==> config.mk <==
export PLATFORM = sky130hd
export DESIGN_NAME = lane_tracker_flat
export DESIGN_NICKNAME = d
export VERILOG_FILES = /design/src/rtl/lane_pkg.sv /design/src/rtl/lane_tracker_if.sv /design/src/rtl/lane_pair_selector.sv /design/src/rtl/lane_tracker.sv /design/src/flat_wrapper.sv
export SDC_FILE = /design/constraint.sdc
export NUM_CORES = 1
export LEC_CHECK = 0
export ABC_AREA = 1
export BUFFER_PORTS_ARGS = -buffer_cell sky130_fd_sc_hd__buf_2
export CAP_MARGIN = 20
export CORE_UTILIZATION = 30
export CTS_CLUSTER_SIZE = 10
export DETAILED_ROUTE_END_ITERATION = 16
export HOLD_SLACK_MARGIN = 0.1
export PLACE_DENSITY = 0.53
export SYNTH_ARGS = -nofsm -noshare
export SYNTH_HDL_FRONTEND = slang
export SYNTH_HIERARCHICAL = 1
export SYNTH_SLANG_ARGS = --single-unit
export TNS_END_PERCENT = 10
==> constraint.sdc <==
create_clock -name clk -period 7.6 [get_ports clk]
set_input_delay 0.38 -clock clk [delete_from_list [all_inputs] [get_ports clk]]
set_output_delay 0.38 -clock clk [all_outputs]
set_load 0.01 [all_outputs]
==> src/rtl/lane_pkg.sv <==
// Shared types, default parameters and arithmetic helpers for the lane tracker.
package lane_pkg;

  typedef enum logic [2:0] {
    S_IDLE,
    S_RECEIVE,
    S_SELECT,
    S_CALC,
    S_SEND
  } lane_state_e;

  localparam int DEF_N_PIX      = 32;
  localparam int DEF_PIX_W      = 8;
  localparam int DEF_MAX_PEAKS  = 4;
  localparam int DEF_LOST_LIMIT = 4;

  function automatic logic [15:0] abs16(input logic signed [15:0] v);
    return v[15] ? 16'(-v) : 16'(v);
  endfunction

  function automatic logic [7:0] sat_add8(input logic [15:0] a, input logic [15:0] b);
    logic [16:0] s;
    s = 17'(a) + 17'(b);
    return (s > 17'd255) ? 8'hFF : s[7:0];
  endfunction

  // Number of SELECT cycles: one per pair, but never fewer than one.
  function automatic logic [7:0] pair_cycles(input logic [7:0] p);
    return (p < 8'd2) ? 8'd1 : 8'((16'(p) * 16'(p - 8'd1)) >> 1);
  endfunction

endpackage

==> src/rtl/lane_tracker_if.sv <==
// Pixel-in / result-out handshake bundle of the lane tracker.
interface lane_tracker_if #(parameter int PIX_W = 8);
  logic [PIX_W-1:0] rx_data;
  logic             rx_valid;
  logic             rx_ready;
  logic [7:0]       tx_data;
  logic [7:0]       confidence;
  logic             lane_lost;
  logic             out_valid;
  logic             out_ready;

  modport master (output rx_data, rx_valid, out_ready,
                  input  rx_ready, tx_data, confidence, lane_lost, out_valid);
  modport slave  (input  rx_data, rx_valid, out_ready,
                  output rx_ready, tx_data, confidence, lane_lost, out_valid);
endinterface

==> src/rtl/lane_pair_selector.sv <==
// Walks every peak pair once per cycle and keeps the eligible pair closest to last_center.
module lane_pair_selector
  import lane_pkg::*;
#(
  parameter  int MAX_PEAKS = DEF_MAX_PEAKS,
  localparam int IW        = $clog2(MAX_PEAKS),
  localparam int CNW       = $clog2(MAX_PEAKS + 1)
) (
  input  logic           clk,
  input  logic           rst_n,
  input  logic           run,
  input  logic [CNW-1:0] peak_cnt,
  input  logic [7:0]     peak_pos [MAX_PEAKS],
  input  logic [7:0]     last_center,
  input  logic [7:0]     min_width,
  input  logic [7:0]     max_width,
  output logic [IW-1:0]  best_i,
  output logic [IW-1:0]  best_j,
  output logic           found,
  output logic           done
);

  logic [IW-1:0] i_q, i_d, j_q, j_d, best_i_q, best_i_d, best_j_q, best_j_d;
  logic [7:0]    cnt_q, cnt_d;
  logic [15:0]   best_metric_q, best_metric_d;
  logic          found_q, found_d;

  logic [7:0]  pos_i, pos_j, width, centre, total;
  logic [15:0] metric;
  logic        eligible, better;

  assign total    = pair_cycles(8'(peak_cnt));
  assign pos_i    = peak_pos[i_q];
  assign pos_j    = peak_pos[j_q];
  assign width    = pos_j - pos_i;
  assign centre   = 8'((9'(pos_i) + 9'(pos_j)) >> 1);
  assign metric   = abs16($signed(16'(centre) - 16'(last_center)));
  assign eligible = run && (peak_cnt >= CNW'(2)) &&
                    (width >= min_width) && (width <= max_width);
  // Strict compare so that on a tie the earlier pair in scan order wins.
  assign better   = eligible && (!found_q || (metric < best_metric_q));
  assign done     = run && (cnt_q == total - 8'd1);

  always_comb begin
    i_d           = i_q;
    j_d           = j_q;
    cnt_d         = cnt_q;
    best_i_d      = best_i_q;
    best_j_d      = best_j_q;
    best_metric_d = best_metric_q;
    found_d       = found_q;
    if (!run) begin
      i_d           = '0;
      j_d           = IW'(1);
      cnt_d         = '0;
      best_i_d      = '0;
      best_j_d      = '0;
      best_metric_d = '0;
      found_d       = 1'b0;
    end else begin
      if (better) begin
        best_i_d      = i_q;
        best_j_d      = j_q;
        best_metric_d = metric;
        found_d       = 1'b1;
      end
      cnt_d = cnt_q + 8'd1;
      if (CNW'(j_q) == peak_cnt - CNW'(1)) begin
        i_d = i_q + IW'(1);
        j_d = i_q + IW'(2);
      end else begin
        j_d = j_q + IW'(1);
      end
    end
  end

  always_ff @(posedge clk or negedge rst_n) begin
    if (!rst_n) begin
      i_q           <= '0;
      j_q           <= IW'(1);
      cnt_q         <= '0;
      best_i_q      <= '0;
      best_j_q      <= '0;
      best_metric_q <= '0;
      found_q       <= 1'b0;
    end else begin
      i_q           <= i_d;
      j_q           <= j_d;
      cnt_q         <= cnt_d;
      best_i_q      <= best_i_d;
      best_j_q      <= best_j_d;
      best_metric_q <= best_metric_d;
      found_q       <= found_d;
    end
  end

  assign best_i = best_i_q;
  assign best_j = best_j_q;
  assign found  = found_q;

endmodule

==> src/rtl/lane_tracker.sv <==
// Row-by-row lane centre tracker: edge peaks -> best pair -> centre/confidence.
// Optional LANE_SMOOTH_EN averages a found centre with the previous one.
module lane_tracker
  import lane_pkg::*;
#(
  parameter int N_PIX      = DEF_N_PIX,
  parameter int PIX_W      = DEF_PIX_W,
  parameter int MAX_PEAKS  = DEF_MAX_PEAKS,
  parameter int LOST_LIMIT = DEF_LOST_LIMIT
) (
  input  logic           clk,
  input  logic           rst_n,
  input  logic           start,
  input  logic [PIX_W:0] threshold,
  input  logic [7:0]     min_width,
  input  logic [7:0]     max_width,
  output logic           busy,
  lane_tracker_if.slave  bus
);

  localparam int         CW   = $clog2(N_PIX);
  localparam int         IW   = $clog2(MAX_PEAKS);
  localparam int         CNW  = $clog2(MAX_PEAKS + 1);
  localparam int         MW   = PIX_W + 1;
  localparam logic [7:0] HALF = 8'(N_PIX / 2);

  lane_state_e    state_q, state_d;
  logic [CW-1:0]  pix_cnt_q, pix_cnt_d;
  logic [PIX_W-1:0] p1_q, p1_d, p2_q, p2_d;
  logic [CNW-1:0] peak_cnt_q, peak_cnt_d;
  logic [7:0]     peak_pos_q [MAX_PEAKS];
  logic [7:0]     peak_pos_d [MAX_PEAKS];
  logic [MW-1:0]  peak_mag_q [MAX_PEAKS];
  logic [MW-1:0]  peak_mag_d [MAX_PEAKS];
  logic [7:0]     last_center_q, last_center_d, lost_cnt_q, lost_cnt_d;
  logic [7:0]     tx_data_q, tx_data_d, conf_q, conf_d;

  logic [IW-1:0]  sel_best_i, sel_best_j;
  logic           sel_found, sel_done;
  logic [15:0]    mag;
  logic [7:0]     centre;

  assign mag    = abs16($signed(16'(bus.rx_data) - 16'(p2_q)));
  assign centre = 8'((9'(peak_pos_q[sel_best_i]) + 9'(peak_pos_q[sel_best_j])) >> 1);

  lane_pair_selector #(.MAX_PEAKS(MAX_PEAKS)) u_sel (
    .clk         (clk),
    .rst_n       (rst_n),
    .run         (state_q == S_SELECT),
    .peak_cnt    (peak_cnt_q),
    .peak_pos    (peak_pos_q),
    .last_center (last_center_q),
    .min_width   (min_width),
    .max_width   (max_width),
    .best_i      (sel_best_i),
    .best_j      (sel_best_j),
    .found       (sel_found),
    .done        (sel_done)
  );

  always_comb begin
    state_d       = state_q;
    pix_cnt_d     = pix_cnt_q;
    p1_d          = p1_q;
    p2_d          = p2_q;
    peak_cnt_d    = peak_cnt_q;
    peak_pos_d    = peak_pos_q;
    peak_mag_d    = peak_mag_q;
    last_center_d = last_center_q;
    lost_cnt_d    = lost_cnt_q;
    tx_data_d     = tx_data_q;
    conf_d        = conf_q;
    case (state_q)
      S_IDLE: if (start) begin
        state_d    = S_RECEIVE;
        pix_cnt_d  = '0;
        peak_cnt_d = '0;
      end
      S_RECEIVE: if (bus.rx_valid) begin
        p1_d      = bus.rx_data;
        p2_d      = p1_q;
        pix_cnt_d = pix_cnt_q + CW'(1);
        // Gradient spans two pixels, so the edge sits on the pixel in between.
        if ((pix_cnt_q >= CW'(2)) && (mag > 16'(threshold)) &&
            (peak_cnt_q < CNW'(MAX_PEAKS))) begin
          peak_pos_d[peak_cnt_q[IW-1:0]] = 8'(pix_cnt_q) - 8'd1;
          peak_mag_d[peak_cnt_q[IW-1:0]] = mag[MW-1:0];
          peak_cnt_d = peak_cnt_q + CNW'(1);
        end
        if (pix_cnt_q == CW'(N_PIX - 1)) state_d = S_SELECT;
      end
      S_SELECT: if (sel_done) state_d = S_CALC;
      S_CALC: begin
        state_d = S_SEND;
        if (sel_found) begin
`ifdef LANE_SMOOTH_EN
          tx_data_d = 8'((9'(last_center_q) + 9'(centre) + 9'd1) >> 1);
`else
          tx_data_d = centre;
`endif
          conf_d     = sat_add8(16'(peak_mag_q[sel_best_i] >> 1),
                                16'(peak_mag_q[sel_best_j] >> 1));
          lost_cnt_d = '0;
        end else begin
          tx_data_d = last_center_q;
          conf_d    = '0;
          if (lost_cnt_q < 8'(LOST_LIMIT)) lost_cnt_d = lost_cnt_q + 8'd1;
        end
      end
      S_SEND: if (bus.out_ready) begin
        state_d       = S_IDLE;
        last_center_d = (lost_cnt_q == 8'(LOST_LIMIT)) ? HALF : tx_data_q;
      end
      default: state_d = S_IDLE;
    endcase
  end

  always_ff @(posedge clk or negedge rst_n) begin
    if (!rst_n) begin
      state_q       <= S_IDLE;
      pix_cnt_q     <= '0;
      p1_q          <= '0;
      p2_q          <= '0;
      peak_cnt_q    <= '0;
      peak_pos_q    <= '{default: '0};
      peak_mag_q    <= '{default: '0};
      last_center_q <= HALF;
      lost_cnt_q    <= '0;
      tx_data_q     <= '0;
      conf_q        <= '0;
    end else begin
      state_q       <= state_d;
      pix_cnt_q     <= pix_cnt_d;
      p1_q          <= p1_d;
      p2_q          <= p2_d;
      peak_cnt_q    <= peak_cnt_d;
      peak_pos_q    <= peak_pos_d;
      peak_mag_q    <= peak_mag_d;
      last_center_q <= last_center_d;
      lost_cnt_q    <= lost_cnt_d;
      tx_data_q     <= tx_data_d;
      conf_q        <= conf_d;
    end
  end

  assign bus.rx_ready   = (state_q == S_RECEIVE);
  assign bus.out_valid  = (state_q == S_SEND);
  assign bus.tx_data    = tx_data_q;
  assign bus.confidence = conf_q;
  assign bus.lane_lost  = (lost_cnt_q == 8'(LOST_LIMIT));
  assign busy           = (state_q != S_IDLE);

endmodule

==> src/flat_wrapper.sv <==
// flat-port wrapper written by rule: the top's interface ports become plain ports
module lane_tracker_flat import lane_pkg::*;
#(
  parameter int N_PIX      = DEF_N_PIX,
  parameter int PIX_W      = DEF_PIX_W,
  parameter int MAX_PEAKS  = DEF_MAX_PEAKS,
  parameter int LOST_LIMIT = DEF_LOST_LIMIT
)
  (clk, rst_n, start, threshold, min_width, max_width, busy, bus_rx_data, bus_rx_valid, bus_out_ready, bus_rx_ready, bus_tx_data, bus_confidence, bus_lane_lost, bus_out_valid);
  lane_tracker_if #(.PIX_W(PIX_W)) bus_i ();
  input  logic clk;
  input  logic rst_n;
  input  logic start;
  input  logic [PIX_W:0] threshold;
  input  logic [7:0] min_width;
  input  logic [7:0] max_width;
  output logic busy;
  input wire logic [$bits(bus_i.rx_data)-1:0] bus_rx_data;
  input wire logic [$bits(bus_i.rx_valid)-1:0] bus_rx_valid;
  input wire logic [$bits(bus_i.out_ready)-1:0] bus_out_ready;
  output wire logic [$bits(bus_i.rx_ready)-1:0] bus_rx_ready;
  output wire logic [$bits(bus_i.tx_data)-1:0] bus_tx_data;
  output wire logic [$bits(bus_i.confidence)-1:0] bus_confidence;
  output wire logic [$bits(bus_i.lane_lost)-1:0] bus_lane_lost;
  output wire logic [$bits(bus_i.out_valid)-1:0] bus_out_valid;
  assign bus_i.rx_data = bus_rx_data;
  assign bus_i.rx_valid = bus_rx_valid;
  assign bus_i.out_ready = bus_out_ready;
  assign bus_rx_ready = bus_i.rx_ready;
  assign bus_tx_data = bus_i.tx_data;
  assign bus_confidence = bus_i.confidence;
  assign bus_lane_lost = bus_i.lane_lost;
  assign bus_out_valid = bus_i.out_valid;
  lane_tracker #(.N_PIX(N_PIX), .PIX_W(PIX_W), .MAX_PEAKS(MAX_PEAKS), .LOST_LIMIT(LOST_LIMIT)) u_core (.clk(clk), .rst_n(rst_n), .start(start), .threshold(threshold), .min_width(min_width), .max_width(max_width), .busy(busy), .bus(bus_i));
endmodule
==> impl_results.md, run 1 <==
- Biggest area consumer among synthesized cells: dfrtp_1
- Reg power frac: 0.175
- Crit Path Category: flip-flop to flip-flop
- Grt ovf: 0
- N_diodes: 0
- Gates resized, CTS repair: 0
- Max Clk Rate: 171 MHz
- Area occupied by multi-input gates: around 6700 µm²
- Nets@finish: 1,828
- Detail Placement HPWL: 22.5 mm
- Core footprint: 37,700 µm²
- Final setup viols: 0
- Post-synth cell types: 54
- Initial Util: 0.305
- Worst hold path class: input port to flip-flop
- Largest cells by area after synthesis: dfrtp_1 32%, nand2_1 15%, ha_1 13%
- Slowest CP cell: dfrtp_1
- Num ports: 58
- Max-Slew Margin vs Limit: 0.346
- Final period util: 0.772
- Fin. max-slew vios: 0
- Largest net degree at the start of global routing: 77
- Startpoint Class: flip-flop
- FFs w/ async S/R, synth: 1.00
- Sw Share: 0.520
- Final period demand of the worst path: 5.86 ns
- Final hold vios: 0
- Synthesis-stage register bit count: 148
- Fill cells: 4,075
- H-tree levels: 4
- Placement Cell Area: 12,300 µm²
- Final worst slack: roughly 1.7 ns
- Cell Area, Synth: 11,500 µm²
- Most used DFF post-synth: dfrtp_1
- Share of Yosys cell area claimed by the top area cell type: 0.318
- DR vias/cell: 4.72
- Die Wd: 198 µm
- Vias in the first global route: just over 10,000
- Reg area: 3710 µm²
- CTS tree: built
- Std-Cell Rows: approximately 70
- Power density cells: 510 nW/µm²
- Hold_buf cts: 1
- Leakage: 0.00679 µW
- Slowest stage delay, CP: between 0.5 and 0.6 ns
- Syn_area_per_cell: 7.11 µm²
- Finished layout cell area: roughly 13,000 µm²
- Post-Layout Cell Count: 2,191
- Yosys warns: 6
- Placed insts: 2,158
- CTS root buffer: clkbuf_16
- Outcome: complete, no violations
- Critical Path RT: 7.95 ns
- Worst Max-Slew Pin Slew: 0.981 ns
- Post-Place Worst Slack: approximately 1.8 ns
- CP Max Fanout: 20
- Most frequent cells in the layout: 457 x nand2_1, 237 x inv_1, 146 x dfrtp_1
- Die Area: just under 40,000 µm²
- Switching power: 3430 µW
- Max_cap viols: 0
- GPL Wtd Cong: 0.863
- Post-synth EDFFs: 0
- Final wirelength: 30.3 mm
- Drt first pass iters: 5
- Skew-Pair Late Insertion Delay: 0.44 ns
- Synth-to-Final Area Change: 12.6%
- Clock Sinks: 148
- First-pass GRT wire length: between 50 and 60 mm
- DRC violations left: 0
- Initial antenna violation count: 0
- Commonest non-fill, non-tap cell in the layout: nand2_1
- Ratio of cells with drive above 1 in the final layout: 0.0815
- Port bufs: 57
- Vias: about 10,000
- VDD IR max: ~240 µV
- CP Capture Type: flip-flop
- TritonCTS Buffers: 17
- RSZ-0062 raised after global routing: false
- Die Y: 198 µm
- Routed Antenna Nets: 0
- Total GRT Usage: 0.165
- Gate Count Post-Synth: ~1,600
- Most Frequent Cell on Critical Path: nand2_1
- DRT iter0 DRCs: approximately 540
- Internal power: 3170 µW
- Crit path arrival time: 6.22 ns
- Worst Skew: 0.0111 ns
- Clock network fraction of total power: 0.134
- Clock slew at reported path FFs: 0.07 ns
- Hold Slack: about 0.17 ns
- CTS max path bufs: 2
- Routed wire length per instance: 13.8 µm
- Seq/Total Area, Yosys: 0.323
- Final setup TNS: 0 ns
- Post-CTS setup buffers: 0
- Combinational power share: 0.690
cell type report:
cell class | instances | area share
Clock buffer | 21 | 0.0356
Clock inverter | 11 | 0.0109
Inverter | 243 | 0.0707
Multi-Input combinational cell | 1192 | 0.519
Sequential cell | 148 | 0.287
Tap cell | 511 | 0.0494
Timing Repair Buffer | 65 | 0.0274
routing by layer:
layer	track usage	up-vias	wire length, µm
li1	-	5324	-
met1	0.209	4811	14300
met2	0.284	176	14600
met3	0.0254	35	768
met4	0.0583	0	721
met5	0	-	0
power by group through the flow:
stage               logic (µW)  clock network [µW]  registers [µW]
floorplan                 3580                   0            1090
global placement          4540                   0            1170
detailed placement        4590                   0            1170
CTS                       4610                 910            1160
global route              5310                 941            1180
finish                    4560                 886            1160
flip-flops by register name (all words and copies together) (netlist names):
signal	count
u_core/bus.confidence	8
u_core/bus.tx_data	8
u_core/last_center_q	8
u_core/lost_cnt_q	8
u_core/p1_q	8
u_core/p2_q	8
u_core/peak_cnt_q	3
u_core/peak_mag_q	32
u_core/peak_pos_q	24
u_core/pix_cnt_q	5
u_core/state_q	3
u_core/u_sel/best_i	2
u_core/u_sel/best_j	2
u_core/u_sel/best_metric_q	16
u_core/u_sel/cnt_q	8
u_core/u_sel/found	1
u_core/u_sel/i_q	2
u_core/u_sel/j_q	2
stage by stage:
stage                util  total power (µW)
detailed placement  0.327              5760
floorplan               -              4680
global route        0.343              7440
global placement    0.327              5700
finish              0.343              6600
CTS                 0.343              6680
synth_stat cells (all sizes together) (3+ instances only):
master / number
nand2: 466
inv: 240
nor2: 151
dfrtp: 146
o21ai: 136
ha: 115
a21oi: 84
nand3: 71
o22ai: 35
clkbuf: 26
xor2: 26
nand4: 19
nor3: 14
buf: 13
a32oi: 10
xnor2: 10
fa: 8
o21a: 8
o211ai: 6
nor4: 4
or2: 4
a21o: 3
clkinv: 3
nand3b: 3
critical path: cells and delay by family (launching register included):
kind / cells / cell delay, ns
fa+ha+maj: 4 / 1.26
compound gates: 6 / 0.90
simple gates: 19 / 2.13
buf+inv: 5 / 0.70
xor+xnor: 1 / 0.17
flops: 1 / 0.59
cells by family (layout without fill, tap and decap cells):
logic type,count (synthesis),count (layout),share of synthesized area
fa+ha+maj,123,123,0.139
flops,148,148,0.323
compound gates,294,294,0.144
xor+xnor,36,36,0.0288
buf+inv,282,340,0.0942
other cells,1,7,0.000327
simple gates,732,732,0.270
path summary, 6_finish.rpt:
kind | start | end | slack [ns] | cells past startpoint
min | bus_rx_data[4] | u_core/p1_q[4] | 0.17 | 3
min in group asynchronous | rst_n | u_core/u_sel/best_metric_q[15] | 0.54 | 2
max in group asynchronous | rst_n | u_core/peak_pos_q[20] | 5.57 | 3
max | u_core/u_sel/i_q[0] | u_core/u_sel/best_metric_q[11] | 1.74 | 35
min reg2reg | u_core/p1_q[3] | u_core/p1_q[3] | 0.47 | 2
max reg2reg | u_core/u_sel/i_q[0] | u_core/u_sel/best_metric_q[11] | 1.74 | 35
No activity file was read; power rests on OpenSTA's default activity.
==> run 2, diff against run 1 <==
--- a/config.mk
+++ b/config.mk
@@ -12,7 +12,7 @@
 export CTS_CLUSTER_SIZE = 10
 export DETAILED_ROUTE_END_ITERATION = 16
 export HOLD_SLACK_MARGIN = 0.1
-export PLACE_DENSITY = 0.53
+export PLACE_DENSITY = 0.54
 export SYNTH_ARGS = -nofsm -noshare
 export SYNTH_HDL_FRONTEND = slang
 export SYNTH_HIERARCHICAL = 1
==> constraint.sdc (replaced) <==
create_clock -name clk -period 5 [get_ports clk]
set_input_delay 0.25 -clock clk [delete_from_list [all_inputs] [get_ports clk]]
set_output_delay 0.25 -clock clk [all_outputs]
set_load 0.01 [all_outputs]
==> run 2 against run 1 <==
  * Register-to-register slack got worse by 1.4 ns
  * Global-route usage fell by 0.17 points
  * Worst setup slack got worse by 1.4 ns
  * Flip-flop and latch count unchanged
  * Via count up 2.6%
  * Maximum frequency rose by 25%
  * Final cell count grew 2.4%
  * First-iteration DRC count rose by 19%
  * Sequential share of layout area shrank 1.5 points
  * Non-clock buffer count increased by 52
  * Highest routed layer unchanged
==> impl_results.md, run 2 (synthesized netlist as in run 1, its figures left out) <==
- Outcome: complete, no violations
- Fill cells: 4,053 (-0.54%)
- Routed Antenna Nets: 0 (unchanged)
- Drt first pass iters: 5 (unchanged)
- H-tree levels: 4 (unchanged)
- FF-to-FF Start: u_core/u_sel/j_q[0]
- Routed wire length per instance: 13.8 µm (-0.50%)
- Slowest CP cell: dfstp_2
- Max reg flops: 32 (unchanged)
- Placed insts: 2,196 (+1.8%)
- Initial Util: 0.305 (unchanged)
- Skew-Pair Late Insertion Delay: 0.44 ns (about the same)
- Top reg by flops: u_core/peak_mag_q
- CP Max Fanout: 8 (-60%)
- Largest net degree at the start of global routing: 73 (-5.2%)
- CP startpoint: u_core/u_sel/j_q[0]
- Hold Slack: 0.155 ns (-0.0140 ns)
- Initial antenna violation count: 0 (unchanged)
- Synth-to-Final Area Change: 19.0%
- Max Clk Rate: 213 MHz (+25%)
- Grt ovf: 0 (unchanged)
- GPL Wtd Cong: 0.885 (+2.5%)
- CP Buf/Inv Count: 7 (+2)
- Total GRT Usage: 0.164 (-0.00172)
- Biggest regs: u_core/peak_mag_q (32), u_core/peak_pos_q (24), u_core/u_sel/best_metric_q (16)
- Max-Slew Margin vs Limit: 0.408 (+0.0624)
- CTS max path bufs: 2 (unchanged)
- Final setup viols: 0 (unchanged)
- Critical Path RT: 5.37 ns (-2.58 ns)
- Final period util: 0.940 (+0.168)
- Port bufs: 57 (unchanged)
- Worst hold path class: input port to flip-flop
- Vias in the first global route: 10,300 (-0.12%)
- Hold wc startpoint: bus_rx_data[1]
- Worst Skew: 0.0122 ns (+0.00108 ns)
- Fin. max-slew vios: 0 (unchanged)
- CTS root buffer: clkbuf_16
- Die Y: 198 µm (unchanged)
- Crit path arrival time: 5.07 ns (-1.15 ns)
- Clock Sinks: 148 (unchanged)
- N_diodes: 0 (unchanged)
- Final setup TNS: 0 ns (unchanged)
- Std-Cell Rows: 71 (unchanged)
- Worst Max-Slew Pin Slew: 0.885 ns (-0.0957 ns)
- Nets@finish: 1,881 (+2.9%)
- Most Frequent Cell on Critical Path: nand2_1
- CP Capture Type: flip-flop
- Most frequent cells in the layout: 447 x nand2_1, 232 x inv_1, 146 x dfrtp_1
- Detail Placement HPWL: 22.9 mm (+2.0%)
- Ratio of cells with drive above 1 in the final layout: 0.133 (+0.0517)
- Commonest non-fill, non-tap cell in the layout: nand2_1
- Startpoint Class: flip-flop
- TritonCTS Buffers: 17 (unchanged)
- Max_cap viols: 0 (unchanged)
- Final period demand of the worst path: 4.70 ns (-1.17 ns)
- First-pass GRT wire length: 51.1 mm (-1.4%)
- Worst reg-to-reg setup slack: 0.30 ns (-1.43 ns)
- Core footprint: 37,700 µm² (unchanged)
- Delay-heaviest family, CP: adder cells
- DR vias/cell: 4.73 (+0.21%)
- DRT iter0 DRCs: 644 (+19%)
- Crit Path Category: flip-flop to flip-flop
- Final wirelength: 30.9 mm (+1.9%)
- Slowest stage delay, CP: 0.64 ns (+0.05 ns)
- CTS tree: built
- Post-Layout Cell Count: 2,244 (+2.4%)
- Vias: 10,600 (+2.6%)
- DRC violations left: 0 (unchanged)
- Num ports: 58 (unchanged)
- Die Area: 39,100 µm² (unchanged)
- Clock slew at reported path FFs: 0.07 ns (about the same)
- Die Wd: 198 µm (unchanged)
- Final hold vios: 0 (unchanged)
run 2: cell count changes in the layout (fill, tap and decap cells not counted), moves of 6 or more:
| cell | change |
|---|---|
| ha_4 | +6 |
| dlygate4sd3_1 | +8 |
| buf_4 | +40 |
| a21oi_1 | -6 |
| nand2_1 | -10 |
| nand2_2 | +8 |
| ha_1 | -11 |
run 2: worst paths after layout:
kind | cells past startpoint | end
max in group asynchronous | 3 | u_core/peak_pos_q[26]
setup reg to reg | 31 | u_core/u_sel/best_metric_q[4]
min in group asynchronous | 2 | u_core/state_q[0]
setup / recovery | 31 | u_core/u_sel/best_metric_q[4]
hold reg to reg | 2 | u_core/p1_q[3]
hold / removal | 3 | u_core/p1_q[1]
run 2: what timing repair did:
action,4_1_cts,5_1_grt
endpoints found under the setup margin,0,21
gates resized for setup,0,66
hold buffers,9,0
buffers inserted,0,5
endpoints found under the hold margin,76,0
run 2: per-layer routing:
| layer | vias to the layer above | global-route usage | wire length, µm |
|---|---|---|---|
| li1 | 5433 | - | - |
| met1 | 4948 | 0.206 | 14300 |
| met2 | 196 | 0.288 | 15100 |
| met3 | 41 | 0.0229 | 1040 |
| met4 | 0 | 0.0502 | 531 |
| met5 | - | 0 | 0 |
run 2: final cells by class:
| class | count | area [µm²] | share of cell area |
|---|---|---|---|
| multi-input cells | 1192 | 6980 | 0.511 |
| repair inverters | 1 | 7.51 | 0.000549 |
| flip-flops and latches | 148 | 3710 | 0.271 |
| inverters | 243 | 918 | 0.0672 |
| well taps | 511 | 639 | 0.0468 |
| clock inverters | 13 | 185 | 0.0136 |
| clock buffers | 19 | 453 | 0.0331 |
| repair buffers | 117 | 779 | 0.0570 |
run 2: metrics by stage:
| step | utilization | cell area (µm²) | setup WS [ns] |
|---|---|---|---|
| finish | 0.363 | 13700 | 0.302 |
| global route | 0.363 | 13700 | -0.0412 |
| detailed placement | 0.335 | 12600 | 0.0369 |
| CTS | 0.354 | 13300 | 0.0133 |
| global placement | 0.335 | 12600 | 0.110 |
| floorplan | - | 11500 | 0.167 |
run 2: worst min-delay path, cell delays in order:
cell and delay [ns]:
buf_2 0.11, inv_1 0.09, o21ai_0 0.09
Power of run 2 is not shown: default switching activity piles up to over one toggle a cycle in this logic, so the estimate is an artifact.
==> run 3, diff against run 2 <==
--- a/config.mk
+++ b/config.mk
@@ -11,8 +11,11 @@
 export CORE_UTILIZATION = 30
 export CTS_CLUSTER_SIZE = 10
 export DETAILED_ROUTE_END_ITERATION = 16
+export GPL_TIMING_DRIVEN = 0
 export HOLD_SLACK_MARGIN = 0.1
 export PLACE_DENSITY = 0.54
+export REMOVE_ABC_BUFFERS = 1
+export SKIP_LAST_GASP = 1
 export SYNTH_ARGS = -nofsm -noshare
 export SYNTH_HDL_FRONTEND = slang
 export SYNTH_HIERARCHICAL = 1
==> run 3 against run 2 <==
  * Die area unchanged
  * Clock skew rose by 0.0015 ns
  * Non-clock buffer count decreased by 1
  * First-iteration DRC count is 7.5% lower
  * Sequential share of layout area decreased by 0.44 points
  * Largest cell class unchanged
  * Critical endpoint is now u_core/u_sel/best_j[1]
  * Final cell count decreased by 0.13%
  * Register-to-register slack lost 0.18 ns
  * Maximum frequency shrank 3.6%
  * Global-route usage is 0.20 points higher
==> impl_results.md, run 3 (synthesized netlist as in run 1, its figures left out) <==
- Final period util: 0.975 (+0.0355)
- Max_cap viols: 0 (unchanged)
- N_diodes: 0 (unchanged)
- Routed wire length per instance: 14.1 µm (+2.5%)
- GPL Wtd Cong: 0.851 (-3.9%)
- Skew-Pair Late Insertion Delay: 0.44 ns (about the same)
- Worst reg-to-reg setup slack: 0.12 ns (-0.18 ns)
- RSZ-0062 raised after global routing: true
- Initial antenna violation count: 0 (unchanged)
- Ratio of cells with drive above 1 in the final layout: 0.146 (+0.0124)
- Outcome: complete, no violations
- Largest net degree at the start of global routing: 96 (+32%)
- CP startpoint: u_core/u_sel/j_q[0]
- Worst Skew: 0.0136 ns (+0.00146 ns)
- Hold wc startpoint: bus_rx_data[1]
- First-pass GRT wire length: 51.7 mm (+1.2%)
- Nets@finish: 1,879 (-0.11%)
- DRC violations left: 0 (unchanged)
- Finished layout cell area: 13,900 µm² (+1.9%)
- Reg2reg end: u_core/u_sel/best_j[1]
- TritonCTS Buffers: 17 (unchanged)
- Total GRT Usage: 0.166 (+0.00196)
- Die Y: 198 µm (unchanged)
- Initial Util: 0.305 (unchanged)
- Critical Path RT: 5.32 ns (-0.05 ns)
- DR vias/cell: 4.76 (+0.70%)
- Routed Antenna Nets: 0 (unchanged)
- Startpoint Class: flip-flop
- CTS max path bufs: 2 (unchanged)
- Slowest stage delay, CP: 0.67 ns (+0.03 ns)
- Synth-to-Final Area Change: 21.3%
- Most Frequent Cell on Critical Path: nand2_1
- FF-to-FF Start: u_core/u_sel/j_q[0]
- GRT met2 Usage: 0.293 (+0.00535)
- Std-Cell Rows: 71 (unchanged)
- Num ports: 58 (unchanged)
- Slowest CP cell: dfstp_4
- Biggest regs: u_core/peak_mag_q (32), u_core/peak_pos_q (24), u_core/u_sel/best_metric_q (16)
- CTS tree: built
- Final hold vios: 0 (unchanged)
- Worst R2R Path Depth: 28 (-9.7%)
- Hold path endpoint: u_core/p1_q[1]
- CTS root buffer: clkbuf_16
- H-tree levels: 4 (unchanged)
- Top reg by flops: u_core/peak_mag_q
- CP Capture Type: flip-flop
- Detail Placement HPWL: 22.2 mm (-3.2%)
- Most frequent cells in the layout: 442 x nand2_1, 226 x inv_1, 144 x dfrtp_1
- Port bufs: 57 (unchanged)
- Hold path depth: 3 (unchanged)
- Commonest non-fill, non-tap cell in the layout: nand2_1
- Worst Max-Slew Pin Slew: 0.861 ns (-0.0244 ns)
- Final setup TNS: 0 ns (unchanged)
- Final setup viols: 0 (unchanged)
- Fin. max-slew vios: 0 (unchanged)
- Die Area: 39,100 µm² (unchanged)
- Met3 GRT Util: 0.0273 (+0.00444)
- Core footprint: 37,700 µm² (unchanged)
- Clock Sinks: 148 (unchanged)
- Worst hold path class: input port to flip-flop
- Vias: 10,700 (+0.57%)
- Crit path arrival time: 5.19 ns (+0.12 ns)
- Final wirelength: 31.7 mm (+2.4%)
- Grt ovf: 0 (unchanged)
- Most Used Layer, Global Route: met2
- Clock slew at reported path FFs: 0.07 ns (about the same)
- Max reg flops: 32 (unchanged)
- Max Clk Rate: 205 MHz (-3.6%)
- Met1 GRT Util: 0.206 (+0.000558)
- Crit Path Category: flip-flop to flip-flop
- Hold Slack: 0.152 ns (-0.00267 ns)
- DRT iter0 DRCs: 596 (-7.5%)
- Drt first pass iters: 5 (unchanged)
- Die Wd: 198 µm (unchanged)
- Final period demand of the worst path: 4.88 ns (+0.177 ns)
- Placement Cell Area: 12,300 µm² (-2.3%)
- CP Max Fanout: 8 (unchanged)
- Vias in the first global route: 10,300 (-0.11%)
- Max-Slew Margin vs Limit: 0.425 (+0.0163)
run 3: repair_timing:
action                     4_1_cts  5_1_grt
resized for setup               36       64
buffers inserted                19       26
setup endpoints to repair       21       21
gates cloned                     0        1
pin swaps                        5       32
hold endpoints to repair        60        0
hold buffers                     9        0
run 3: through the flow:
step | setup slack [ns] | util | std cells
floorplan | 0.0824 | - | 1583
global placement | -1.21 | 0.326 | 2151
detailed placement | -1.22 | 0.327 | 2153
CTS | 0.00615 | 0.356 | 2212
global route | -0.143 | 0.370 | 2241
finish | 0.125 | 0.370 | 2241
run 3: cell type report:
class,count,area [µm²]
Multi-Input combinational cell,1192,7120
Timing Repair Buffer,116,908
Clock buffer,19,443
Inverter,243,932
Tap cell,511,639
Sequential cell,148,3710
Clock inverter,12,168
Fill cell,4013,23700
run 3: layer usage:
| layer | part of all wire | wire, µm | vias to the layer above |
|---|---|---|---|
| met5 | 0 | 0 | - |
| met4 | 0.020 | 621 | 0 |
| met3 | 0.029 | 914 | 43 |
| met2 | 0.49 | 15600 | 178 |
| met1 | 0.46 | 14500 | 5030 |
| li1 | - | - | 5427 |
run 3: worst max-delay path by stage:
stage,to,slack [ns],cells past startpoint
finish,u_core/u_sel/best_j[1],0.12,28
global route,u_core/u_sel/best_metric_q[7],-0.14,34
CTS,u_core/u_sel/best_j[0],0.006,30
detailed placement,u_core/u_sel/best_metric_q[12],-1.22,34
global placement,u_core/u_sel/best_metric_q[11],-1.21,34
floorplan,u_core/u_sel/best_metric_q[10],0.08,35
run 3: worst max-delay path, delay by kind of cell, from the launching register on:
kind / cells / cell delay, ns
simple gates: 13 / 1.18
xor+xnor: 1 / 0.14
fa+ha+maj: 3 / 0.84
flops: 1 / 0.67
compound gates: 6 / 1.15
buf+inv: 5 / 0.78
Power of run 3 is left out for the same reason.
